--- src/rtl/wb_cfg_arbiter.sv ---
// Two-requester round-robin arbiter in front of a single Wishbone classic slave.
// Optional bus timeout is enabled by defining WB_ARB_TIMEOUT_EN.
module wb_cfg_arbiter #(
   parameter int unsigned TMO_CYCLES = 255
) (
   input  logic        wb_clk_i,
   input  logic        wb_rst_i,
   input  logic [1:0]  req_valid,
   output logic [1:0]  req_ready,
   input  logic [1:0]  req_we,
   input  logic [23:0] req_adr,
   input  logic [63:0] req_dat,
   input  logic [7:0]  req_sel,
   output logic [1:0]  rsp_valid,
   output logic [31:0] rsp_dat,
   output logic        rsp_err,
   output logic        rsp_tmo,
   output logic [9:0]  wb_adr_o,
   output logic [31:0] wb_dat_o,
   output logic [3:0]  wb_sel_o,
   output logic        wb_we_o,
   output logic        wb_cyc_o,
   output logic        wb_stb_o,
   input  logic [31:0] wb_dat_i,
   input  logic        wb_ack_i,
   input  logic        wb_err_i
);

   typedef enum logic [1:0] {IDLE, BUS, RESP} state_t;

   if (TMO_CYCLES < 1 || TMO_CYCLES > 255) begin : g_bad_tmo
      $error("wb_cfg_arbiter: TMO_CYCLES must be in 1..255");
   end

   state_t      state_q, state_d;
   logic        last_q, last_d;
   logic        gnt_id_q, gnt_id_d;
   logic [9:0]  adr_q, adr_d;
   logic [31:0] dat_q, dat_d;
   logic [3:0]  sel_q, sel_d;
   logic        we_q, we_d;
   logic        cyc_q, cyc_d;
   logic [1:0]  rsp_valid_q, rsp_valid_d;
   logic [31:0] rsp_dat_q, rsp_dat_d;
   logic        rsp_err_q, rsp_err_d;
   logic        gnt_any;
   logic        gnt_idx;
   logic        tmo_hit;

`ifdef WB_ARB_TIMEOUT_EN
   logic [7:0] tmo_cnt_q, tmo_cnt_d;
   logic       rsp_tmo_q, rsp_tmo_d;

   // Counter reads 1 on the first BUS cycle; a same-cycle ack/err beats the timeout.
   assign tmo_hit = (state_q == BUS) && (tmo_cnt_q == 8'(TMO_CYCLES));

   always_comb begin
      tmo_cnt_d = (state_q == BUS) ? tmo_cnt_q + 8'd1 : 8'd1;
      rsp_tmo_d = rsp_tmo_q;
      if (state_q == BUS && (wb_ack_i || wb_err_i || tmo_hit)) begin
         rsp_tmo_d = tmo_hit && !wb_ack_i && !wb_err_i;
      end
   end

   always_ff @(posedge wb_clk_i or posedge wb_rst_i) begin
      if (wb_rst_i) begin
         tmo_cnt_q <= 8'd1;
         rsp_tmo_q <= 1'b0;
      end else begin
         tmo_cnt_q <= tmo_cnt_d;
         rsp_tmo_q <= rsp_tmo_d;
      end
   end

   assign rsp_tmo = rsp_tmo_q;
`else
   assign tmo_hit = 1'b0;
   assign rsp_tmo = 1'b0;
`endif

   // With both pending, the requester not granted last wins.
   always_comb begin
      gnt_any = |req_valid;
      if (&req_valid) gnt_idx = ~last_q;
      else            gnt_idx = req_valid[1];
   end

   assign req_ready = (state_q == IDLE && gnt_any && !wb_rst_i) ?
                      (gnt_idx ? 2'b10 : 2'b01) : 2'b00;

   always_comb begin
      state_d     = state_q;
      last_d      = last_q;
      gnt_id_d    = gnt_id_q;
      adr_d       = adr_q;
      dat_d       = dat_q;
      sel_d       = sel_q;
      we_d        = we_q;
      cyc_d       = cyc_q;
      rsp_valid_d = 2'b00;
      rsp_dat_d   = rsp_dat_q;
      rsp_err_d   = rsp_err_q;
      case (state_q)
         IDLE: begin
            if (gnt_any) begin
               state_d  = BUS;
               last_d   = gnt_idx;
               gnt_id_d = gnt_idx;
               adr_d    = gnt_idx ? req_adr[23:14] : req_adr[11:2];
               dat_d    = gnt_idx ? req_dat[63:32] : req_dat[31:0];
               sel_d    = gnt_idx ? req_sel[7:4]   : req_sel[3:0];
               we_d     = gnt_idx ? req_we[1]      : req_we[0];
               cyc_d    = 1'b1;
            end
         end
         BUS: begin
            if (wb_ack_i || wb_err_i || tmo_hit) begin
               state_d     = RESP;
               cyc_d       = 1'b0;
               we_d        = 1'b0;
               rsp_valid_d = gnt_id_q ? 2'b10 : 2'b01;
               rsp_err_d   = wb_err_i || (tmo_hit && !wb_ack_i);
               if (wb_ack_i && !wb_err_i) rsp_dat_d = wb_dat_i;
            end
         end
         RESP:    state_d = IDLE;
         default: state_d = IDLE;
      endcase
   end

   always_ff @(posedge wb_clk_i or posedge wb_rst_i) begin
      if (wb_rst_i) begin
         state_q     <= IDLE;
         last_q      <= 1'b1;
         gnt_id_q    <= 1'b0;
         adr_q       <= '0;
         dat_q       <= '0;
         sel_q       <= '0;
         we_q        <= 1'b0;
         cyc_q       <= 1'b0;
         rsp_valid_q <= 2'b00;
         rsp_dat_q   <= '0;
         rsp_err_q   <= 1'b0;
      end else begin
         state_q     <= state_d;
         last_q      <= last_d;
         gnt_id_q    <= gnt_id_d;
         adr_q       <= adr_d;
         dat_q       <= dat_d;
         sel_q       <= sel_d;
         we_q        <= we_d;
         cyc_q       <= cyc_d;
         rsp_valid_q <= rsp_valid_d;
         rsp_dat_q   <= rsp_dat_d;
         rsp_err_q   <= rsp_err_d;
      end
   end

   assign wb_adr_o  = adr_q;
   assign wb_dat_o  = dat_q;
   assign wb_sel_o  = sel_q;
   assign wb_we_o   = we_q;
   assign wb_cyc_o  = cyc_q;
   assign wb_stb_o  = cyc_q;
   assign rsp_valid = rsp_valid_q;
   assign rsp_dat   = rsp_dat_q;
   assign rsp_err   = rsp_err_q;

endmodule

--- config.mk ---
export PLATFORM = sky130hd
export DESIGN_NAME = wb_cfg_arbiter
export DESIGN_NICKNAME = d
export VERILOG_FILES = /design/src/rtl/wb_cfg_arbiter.sv
export SDC_FILE = /design/constraint.sdc
export NUM_CORES = 1
export LEC_CHECK = 0
export ABC_AREA = 1
export CAP_MARGIN = 10
export CORE_AREA = 2 2 96 98
export CTS_BUF_LIST = sky130_fd_sc_hd__clkbuf_8
export DETAILED_ROUTE_END_ITERATION = 10
export DIE_AREA = 0 0 98 100
export DONT_BUFFER_PORTS = 1
export PLACE_DENSITY = 0.73
export SLEW_MARGIN = 5
export SYNTH_ARGS = -nofsm -noshare
export SYNTH_HDL_FRONTEND = slang
export SYNTH_SLANG_ARGS = --single-unit
--- constraint.sdc ---
create_clock -name wb_clk_i -period 5.5 [get_ports wb_clk_i]
set_input_delay 0.55 -clock wb_clk_i [delete_from_list [all_inputs] [get_ports wb_clk_i]]
set_output_delay 0.55 -clock wb_clk_i [all_outputs]
set_load 0.01 [all_outputs]
==> flow_metrics.tcl <==
set metrics [dict create \
    dpl_cell_area_mm2 0.00428 \
    setup.worst_path.start_class "flop" \
    status "finished, final reports clean" \
    crit_required_ns 5.73 \
    syn_nets 722 \
    worstHoldStart "wb_dat_i[4]" \
    avgSynthCellArea_um2 7.30 \
    antenna_cells 0 \
    min_path_type "in -> reg" \
    hold_viol 0 \
    cts_root_buffer "clkbuf_8" \
    tns_ns 0 \
    cp_slowest_cell "nand2_1" \
    antenna_found_initial 0 \
    path_clk_slew_ns 0.09 \
    cts_tree "built" \
    critPathKind "reg -> reg" \
    worst_slack_ns 3.25 \
    fmax_mhz 444 \
    design.die.area_mm2 0.00980 \
    ys_seq_area_frac 0.509 \
    grt_pass1_vias 3530 \
    synth_seq_cells 87 \
    drt_pass1_iterations 5 \
    critPathTopFamily "simple AND/OR/NAND/NOR gates" \
    ioPinCount 223 \
    p_leak_uw 0.00265 \
    fin_crit_sh 0.410 \
    hold_buffers 0 \
    core_mm2 0.00889 \
    cts.repair.resized 0 \
    yosysWarnings 0 \
    critical_path.max_fanout 35 \
    initialDrtViolationCount 132 \
    wl_per_cell_um 15.0 \
    worst_pin_slew_ns 1.09 \
    critPathMaxStageDelay_ns 0.79 \
    r2r_cells 4 \
    syn_inst 586 \
    power_density_mw_per_mm2 546 \
    cts.path.max_buffers 2 \
    overflow 0 \
    worst-r2r-setup-slack_ns 3.25 \
    tritoncts.num_buffers 9 \
    grt_max_degree 88 \
    drc 0 \
    die_w_um 98 \
    crit_top_cell "nand2_1" \
    viasPerCell 5.26 \
    clk_latency_ns 0.35 \
    synth_cell_types 16 \
    layout.nets 702 \
    final_cell_area_mm2 0.00445 \
    grt_first_pass_wirelength_mm 16.9 \
    layout_min_cycle_time_ns 2.25 \
    gp_congestion 0.819 \
    die_y_um 100 \
    maxSlewViolCount 0 \
    place_ws_ns 3.26 \
    post_cts_buffers 0 \
    initial_core_util 0.481 \
    final_cell_mix "nand2_1 (217), nand3_1 (127), inv_1 (102), dfrtp_1 (86), clkbuf_8 (9)" \
    slew_headroom 0.274 \
    worstPathCellList "nor2_4 > nand2_1 > nand2_1 > nand2_1" \
    dp.cells 666 \
    layout_commonest_cell "nand2_1" \
    synth_area_mm2 0.00428 \
    postRouteAntennaNets 0 \
    drv_cap 0 \
    layout-drive-gt1-share 0.0491 \
    cts_sinks 87 \
    worst-path-buf-inv 0 \
    fin_cells 681 \
    std_cell_rows 35 \
    reg2reg_from "state_q[1]" \
    min_path_cells 2 \
    worstReg2RegEnd "rsp_dat[20]" \
    routed_wirelength_mm 10.2 \
    hpwlAfterDp_mm 6.83 \
    htreeDepth 3 \
    syn_to_final_growth_pct 3.89 \
    ir_worst_vdd_uv 207 \
    dr_total_vias 3582 \
    rsz0062_at_grt "no" \
    worstSetupEndpointType "flop" \
    setup_viol 0 \
    grt.total_usage 0.214 \
    hold_end "rsp_dat[4]" \
    arrival_ns 2.49 \
    io_buffers 0 \
    fin_worst_skew_ns 0.0151 \
]
state kept, by name (all words and copies together) (netlist names):
| signal | flops |
|---|---|
| wb_cyc_o | 1 |
| wb_we_o | 1 |
| rsp_dat | 32 |
| rsp_err | 1 |
| wb_sel_o | 4 |
| wb_adr_o | 10 |
| wb_dat_o | 32 |
| state_q | 2 |
| rsp_valid | 2 |
| gnt_id_q | 1 |
| last_q | 1 |
per-stage QoR:
| step | total power, uW | utilization | hold WS (ns) |
|---|---|---|---|
| floorplan | 1870 | - | 0.403 |
| global placement | 2000 | 0.481 | 0.419 |
| detailed placement | 2050 | 0.481 | 0.418 |
| CTS | 2450 | 0.500 | 0.307 |
| global route | 2630 | 0.500 | 0.303 |
| finish | 2430 | 0.500 | 0.328 |
kinds of logic (layout without fill, tap and decap cells):
logic type | count (synthesis) | after routing | synth area share
AND/OR/NAND/NOR | 354 | 354 | 0.351
buffers and inverters | 141 | 125 | 0.136
flip-flops | 87 | 87 | 0.509
AO/OA/AOI/OAI | 3 | 3 | 0.00351
other | 1 | 1 | 0.000876
metal layers:
layer  vias to the layer above  GRT usage  part of all wire  routed length (um)
met5                         -          0                 0                   0
li1                       1716          -                 -                   -
met3                        26     0.0474             0.069                 705
met4                         0      0.104             0.030                 310
met2                       157      0.361              0.49                4970
met1                      1683      0.263              0.41                4210
power by group:
part	switching, uW	total (uW)	internal, uW
Sequential	384	1340	954
Clock	232	395	164
Combinational	470	694	223
Total	1090	2430	1340
worst reg2reg max path, stage by stage (launching register included):
cell     delay [ns]
dfrtp_1        0.43
nor2_4         0.59
nand2_1        0.80
nand2_1        0.24
nand2_1        0.08
synthesized netlist by cell type, drive strengths merged:
cell type | instances | area share
nand3 | 127 | 0.15
buf | 28 | 0.037
nand2 | 218 | 0.19
dfstp | 1 | 0.0061
nor3 | 1 | 0.0012
conb | 1 | 0.00088
clkbuf | 8 | 0.0070
dfrtp | 86 | 0.50
o21ai | 3 | 0.0035
nor2 | 8 | 0.0099
inv | 105 | 0.092
how the worst max path moves through the flow:
| stage | startpoint | endpoint | slack (ns) | depth (start not counted) |
|---|---|---|---|---|
| floorplan | wb_rst_i | gnt_id_q | 2.70 | 1 |
| global placement | state_q[1] | rsp_dat[23] | 3.36 | 4 |
| detailed placement | state_q[1] | rsp_dat[10] | 3.26 | 4 |
| finish | state_q[1] | rsp_dat[20] | 3.25 | 4 |
| CTS | state_q[1] | rsp_dat[10] | 3.26 | 4 |
| global route | state_q[1] | rsp_dat[17] | 2.99 | 4 |
area by class of cell:
class	instances	area (um^2)
sequential	87	2180
timing repair buffer	5	37.5
multi-input combinational	358	1530
clock inverter	6	45.0
fill	883	4440
inverter	105	395
tap	111	139
clock buffer	9	124
Note: power is estimated with default switching activity, not from simulation.
